--- config.mk ---
export PLATFORM = sky130hd
export DESIGN_NAME = uart_boot_loader
export DESIGN_NICKNAME = d
export VERILOG_FILES = /design/src/rtl/uart_boot_loader.sv
export SDC_FILE = /design/constraint.sdc
export NUM_CORES = 1
export LEC_CHECK = 0
export ABC_AREA = 1
export ABC_CLOCK_PERIOD_IN_PS = 3100
export BUFFER_PORTS_ARGS = -buffer_cell sky130_fd_sc_hd__buf_2
export CAP_MARGIN = 40
export CELL_PAD_IN_SITES_DETAIL_PLACEMENT = 1
export CELL_PAD_IN_SITES_GLOBAL_PLACEMENT = 1
export CORE_AREA = 2 2 134 136
export CTS_CLUSTER_SIZE = 28
export DETAILED_ROUTE_END_ITERATION = 6
export DIE_AREA = 0 0 136 138
export MAX_ROUTING_LAYER = met4
export PLACE_DENSITY = 0.7
export SETUP_SLACK_MARGIN = 0.1
export SLEW_MARGIN = 20
export SYNTH_ARGS = -nofsm -noshare
export SYNTH_HDL_FRONTEND = slang
export SYNTH_SLANG_ARGS = --single-unit
--- constraint.sdc ---
create_clock -name i_clk -period 3.1 [get_ports i_clk]
set_clock_uncertainty 0.1 [all_clocks]
set_input_delay 0.155 -clock i_clk [delete_from_list [all_inputs] [get_ports i_clk]]
set_output_delay 0.155 -clock i_clk [all_outputs]
set_load 0.05 [all_outputs]
--- src/rtl/uart_boot_loader.sv ---
// Serial program loader: 8N1 UART receiver feeding a framed image (A5, N, 4N bytes, XOR) into imem,
// holding the core in reset until a checksum-valid image has been written. One byte per cycle, no stall.
module uart_boot_loader #(
    parameter int CLK_FREQ_HZ = 50_000_000,
    parameter int BAUD        = 115_200,
    parameter int ADDR_W      = 10,
    parameter int MAX_WORDS   = 1024
) (
    input  logic              i_clk,
    input  logic              i_reset_n,
    input  logic              i_uart_rx,
    output logic              o_imem_we,
    output logic [ADDR_W-1:0] o_imem_addr,
    output logic [31:0]       o_imem_wdata,
    output logic              o_core_reset_n,
    output logic              o_busy,
    output logic              o_error
);

    localparam int DIVISOR = CLK_FREQ_HZ / BAUD;
    localparam int HALF    = DIVISOR / 2;
    localparam int CNT_W   = $clog2(DIVISOR + 1);

    localparam logic [1:0] RX_IDLE  = 2'd0;
    localparam logic [1:0] RX_START = 2'd1;
    localparam logic [1:0] RX_DATA  = 2'd2;
    localparam logic [1:0] RX_STOP  = 2'd3;

    localparam logic [2:0] ST_IDLE = 3'd0;
    localparam logic [2:0] ST_LEN0 = 3'd1;
    localparam logic [2:0] ST_LEN1 = 3'd2;
    localparam logic [2:0] ST_DATA = 3'd3;
    localparam logic [2:0] ST_CSUM = 3'd4;
    localparam logic [2:0] ST_DONE = 3'd5;
    localparam logic [2:0] ST_ERR  = 3'd6;

    localparam logic [7:0] MAGIC = 8'hA5;

    // ---------------- RX front end ----------------
    logic             rx_s1, rx_s2, rx_d;
    logic [1:0]       rx_state;
    logic [CNT_W-1:0] rx_cnt;
    logic [2:0]       bit_idx;
    logic [7:0]       rx_shift;
    logic             byte_valid;
    logic             frame_err;

    always_ff @(posedge i_clk or negedge i_reset_n) begin
        if (!i_reset_n) begin
            rx_s1 <= 1'b1;
            rx_s2 <= 1'b1;
            rx_d  <= 1'b1;
        end else begin
            rx_s1 <= i_uart_rx;
            rx_s2 <= rx_s1;
            rx_d  <= rx_s2;
        end
    end

    always_ff @(posedge i_clk or negedge i_reset_n) begin
        if (!i_reset_n) begin
            rx_state   <= RX_IDLE;
            rx_cnt     <= '0;
            bit_idx    <= '0;
            rx_shift   <= '0;
            byte_valid <= 1'b0;
            frame_err  <= 1'b0;
        end else begin
            byte_valid <= 1'b0;
            frame_err  <= 1'b0;
            case (rx_state)
                RX_IDLE: begin
                    if (rx_d && !rx_s2) begin
                        rx_state <= RX_START;
                        rx_cnt   <= '0;
                    end
                end
                RX_START: begin
                    // Mid-start-bit recheck rejects short glitches.
                    if (rx_cnt == CNT_W'(HALF - 1)) begin
                        rx_cnt <= '0;
                        if (rx_s2) begin
                            rx_state <= RX_IDLE;
                        end else begin
                            rx_state <= RX_DATA;
                            bit_idx  <= '0;
                        end
                    end else begin
                        rx_cnt <= rx_cnt + 1'b1;
                    end
                end
                RX_DATA: begin
                    if (rx_cnt == CNT_W'(DIVISOR - 1)) begin
                        rx_cnt   <= '0;
                        rx_shift <= {rx_s2, rx_shift[7:1]};
                        if (bit_idx == 3'd7) begin
                            rx_state <= RX_STOP;
                        end else begin
                            bit_idx <= bit_idx + 1'b1;
                        end
                    end else begin
                        rx_cnt <= rx_cnt + 1'b1;
                    end
                end
                default: begin
                    if (rx_cnt == CNT_W'(DIVISOR - 1)) begin
                        rx_cnt   <= '0;
                        rx_state <= RX_IDLE;
                        if (rx_s2) begin
                            byte_valid <= 1'b1;
                        end else begin
                            frame_err <= 1'b1;
                        end
                    end else begin
                        rx_cnt <= rx_cnt + 1'b1;
                    end
                end
            endcase
        end
    end

    // ---------------- Frame FSM ----------------
    logic [2:0]        state;
    logic [7:0]        n_lo;
    logic [15:0]       n_words;
    logic [ADDR_W-1:0] widx;
    logic [1:0]        bcnt;
    logic [23:0]       wreg;
    logic [7:0]        csum;
    logic [15:0]       n_rx;

    assign n_rx   = {rx_shift, n_lo};
    assign o_busy = (state == ST_LEN0) || (state == ST_LEN1) ||
                    (state == ST_DATA) || (state == ST_CSUM);

    always_ff @(posedge i_clk or negedge i_reset_n) begin
        if (!i_reset_n) begin
            state          <= ST_IDLE;
            n_lo           <= '0;
            n_words        <= '0;
            widx           <= '0;
            bcnt           <= '0;
            wreg           <= '0;
            csum           <= '0;
            o_imem_we      <= 1'b0;
            o_imem_addr    <= '0;
            o_imem_wdata   <= '0;
            o_core_reset_n <= 1'b0;
            o_error        <= 1'b0;
        end else begin
            o_imem_we <= 1'b0;
            case (state)
                ST_IDLE: begin
                    if (byte_valid && rx_shift == MAGIC) begin
                        state <= ST_LEN0;
                        csum  <= '0;
                    end
                end
                ST_LEN0: begin
                    if (frame_err) begin
                        state   <= ST_ERR;
                        o_error <= 1'b1;
                    end else if (byte_valid) begin
                        n_lo  <= rx_shift;
                        csum  <= csum ^ rx_shift;
                        state <= ST_LEN1;
                    end
                end
                ST_LEN1: begin
                    if (frame_err) begin
                        state   <= ST_ERR;
                        o_error <= 1'b1;
                    end else if (byte_valid) begin
                        n_words <= n_rx;
                        csum    <= csum ^ rx_shift;
                        if (32'(n_rx) > 32'(MAX_WORDS)) begin
                            state   <= ST_ERR;
                            o_error <= 1'b1;
                        end else if (n_rx == 16'd0) begin
                            state <= ST_CSUM;
                        end else begin
                            state <= ST_DATA;
                            widx  <= '0;
                            bcnt  <= '0;
                        end
                    end
                end
                ST_DATA: begin
                    if (frame_err) begin
                        state   <= ST_ERR;
                        o_error <= 1'b1;
                    end else if (byte_valid) begin
                        csum <= csum ^ rx_shift;
                        wreg <= {rx_shift, wreg[23:8]};
                        bcnt <= bcnt + 1'b1;
                        if (bcnt == 2'd3) begin
                            o_imem_we    <= 1'b1;
                            o_imem_addr  <= widx;
                            o_imem_wdata <= {rx_shift, wreg};
                            widx         <= widx + 1'b1;
                            if (32'(widx) == 32'(n_words) - 32'd1) begin
                                state <= ST_CSUM;
                            end
                        end
                    end
                end
                ST_CSUM: begin
                    if (frame_err) begin
                        state   <= ST_ERR;
                        o_error <= 1'b1;
                    end else if (byte_valid) begin
                        if (rx_shift == csum) begin
                            state          <= ST_DONE;
                            o_core_reset_n <= 1'b1;
                        end else begin
                            state   <= ST_ERR;
                            o_error <= 1'b1;
                        end
                    end
                end
                // DONE and ERR are terminal until reset.
                default: begin
                end
            endcase
        end
    end

endmodule
==> qor.txt <==
Starting Density - 38.96%
Die Y - 138 um
CP Capture Type - primary output
P&R area growth vs syn - 16.23%
Via count - 5446
CTS sink cnt - 143
Design area - 7940 um^2
Avg Inst Size Synth - 8.770 um^2
Max Cap Viol - 0
Max FO, Critical Path - 11
GRT Overall Usage - 20.79%
Placed Area - 7313 um^2
Final Max Tran Viols - 0
Die width - 136 um
Register area share after synthesis - 52.44%
Die Area - 18770 um^2
Setup Fix Bufs, Post-CTS - 0
# setup viols final - 0
Worst r2r dst - widx[5]$_DFFE_PN0P_
Row count - 49
Hold_buf cts - 2
RR Startpoint - rx_shift[0]$_DFFE_PN0P_
Slew HR - 45.61%
Fin crit share - 77.47%
Register bit count reported by yosys - 143
Commonest non-fill, non-tap cell in the layout - nand2_1
Nets - 848
Clk slew on worst S/H paths - 0.06 ns
Leak - 0.003961 uW
H-tree depth - 4
I/O pin total - 49
Util after Layout - 45.28%
Area of the core - 17530 um^2
Final Hold Viols - 0
RD Place Congestion - 0.8649
Share of layout cells above drive strength 1 - 18.94%
Wirelength per Cell - 16.50 um
Number of nets with antenna violations after routing - 0
DR vias/cell - 5.047
Syn nets - 790
CP startpoint kind - register
Most frequent cells in the layout - nand2_1, dfrtp_1, inv_1
Synth warn - 0
Mapped Area - 6832 um^2
Vias in the first global route - 5914
Yosys cell types - 38
TritonCTS Buffers - 17
Pre-antenna DRT Iters - 5
Worst-margin pin slew - 0.8128 ns
Drc violations - 0
VDD IR max - 365.5 uV
First-pass GRT wire length - 30.22 mm
Dpl ws - 0.7282 ns
Setup TNS - 0 ns
Total gr overflow - 0
Gate count after technology mapping - 779
IO buf count - 48
Post_cts resized - 0
1st-iter DRT viols - 291
Longest Clk Path Bufs - 2
Path type of the worst min-delay path - in -> async
CTS tree - built
DPL Wire Length - 13.05 mm
Total Wirelength - 17.81 mm
Internal reg-to-reg setup slack - 0.70 ns
P per Cell Area - 547.7 nW/um^2
RSZ-0062 raised after global routing - no
Non-Filler Instances - 1079
Root Driver - clkbuf_16
Peak Freq - 416.4 MHz
Largest net degree at the start of global routing - 59
Initial antenna violation count - 0
Worst-Skew Late Latency - 0.42 ns
Diode count - 0
Min cycle time layout - 2.402 ns
CP required - 2.84 ns
Reg2Reg Depth - 11
Fin worst setup slack - 0.6984 ns
Placed cell count - 1044
Critical path class - reg -> out
Outcome - finished, final reports clean
Arr. time, crit path - 2.15 ns
-- power breakdown --
part | switching, uW | total (uW) | internal [uW] | leakage (uW)
Clock | 800 | 2030 | 1230 | 0.000280
Combinational | 205 | 315 | 110 | 0.00171
Sequential | 67.0 | 2000 | 1930 | 0.00197
Total | 1070 | 4350 | 3280 | 0.00396
-- cells in the mapped netlist, drive strengths merged --
cell	number	area, um^2
nand4	6	37.54
o21ai	121	785.8
nand3b	6	45.04
inv	84	325.3
ha	8	100.1
nand3	44	220.2
clkbuf	7	26.28
nor2	63	304.0
xor2	18	157.7
xnor2	7	61.31
nor3	12	60.06
and3	1	6.260
o31ai	1	7.510
dfstp	3	78.83
nor3b	1	7.510
buf	12	117.6
and2	1	6.260
o21bai	1	7.510
o211ai	2	15.01
nand2	221	834.6
o21a	1	7.510
a21oi	8	47.55
nor4	4	25.02
a31oi	2	12.51
or2	5	31.28
dfrtp	140	3503
-- flip-flops by register name, summed over array words and instances (netlist names), 3 cells and up --
name / flops
o_imem_wdata: 32
wreg: 24
n_words: 16
o_imem_addr: 10
widx: 10
rx_cnt: 9
csum: 8
n_lo: 8
rx_shift: 8
bit_idx: 3
state: 3
-- cells by family (layout without fill, tap and decap cells) --
| logic type | count (synthesis) | count (layout) | synth area share (%) |
|---|---|---|---|
| flip-flops | 143 | 143 | 52.44 |
| buffers and inverters | 103 | 174 | 6.868 |
| adder cells (fa/ha/maj) | 8 | 8 | 1.465 |
| AND/OR/NAND/NOR | 364 | 364 | 23.10 |
| XOR/XNOR | 25 | 25 | 3.205 |
| AO/OA/AOI/OAI | 136 | 136 | 12.93 |
-- cell type report --
type / count / area (um^2)
Inverter: 84 / 325.3
Tap cell: 229 / 286.5
Multi-Input combinational cell: 533 / 2780
Clock inverter: 11 / 131.4
Fill cell: 2126 / 9594
Clock buffer: 21 / 460.4
Timing Repair Buffer: 58 / 374.1
Sequential cell: 143 / 3582
-- worst max path at each step --
| stage | from | endpoint | slack [ns] | depth (start not counted) |
|---|---|---|---|---|
| finish | state[0]$_DFFE_PN0P_ | o_busy | 0.70 | 4 |
| global route | rx_cnt[1]$_DFFE_PN0P_ | rx_cnt[8]$_DFFE_PN0P_ | 0.44 | 11 |
| CTS | state[0]$_DFFE_PN0P_ | o_busy | 0.70 | 4 |
| detailed placement | rx_shift[0]$_DFFE_PN0P_ | widx[6]$_DFFE_PN0P_ | 0.73 | 11 |
| global placement | rx_shift[0]$_DFFE_PN0P_ | widx[2]$_DFFE_PN0P_ | 0.87 | 11 |
| floorplan | n_words[0]$_DFFE_PN0P_ | state[0]$_DFFE_PN0P_ | 1.24 | 13 |
-- routing by layer --
layer / share of wire (%) / GRT usage (%)
met4: 1.0 / 5.208
met3: 2.4 / 3.484
met2: 51 / 33.91
met1: 46 / 26.98
met5: 0 / -
-- critical path, stage by stage (launching register included) --
cell and delay (ns):
dfrtp_1 0.44, nor2_1 0.08, nor2_1 0.62, or2_2 0.28, buf_2 0.28
-- stage by stage --
step	hold slack [ns]	total power, uW
6_report	0.1226	4349
5_1_grt	0.1611	4534
4_1_cts	0.1470	4404
3_5_place_dp	0.02604	2345
3_3_place_gp	0.1621	2301
2_1_floorplan	-0.2406	2215
(Power assumes the default switching activity.)
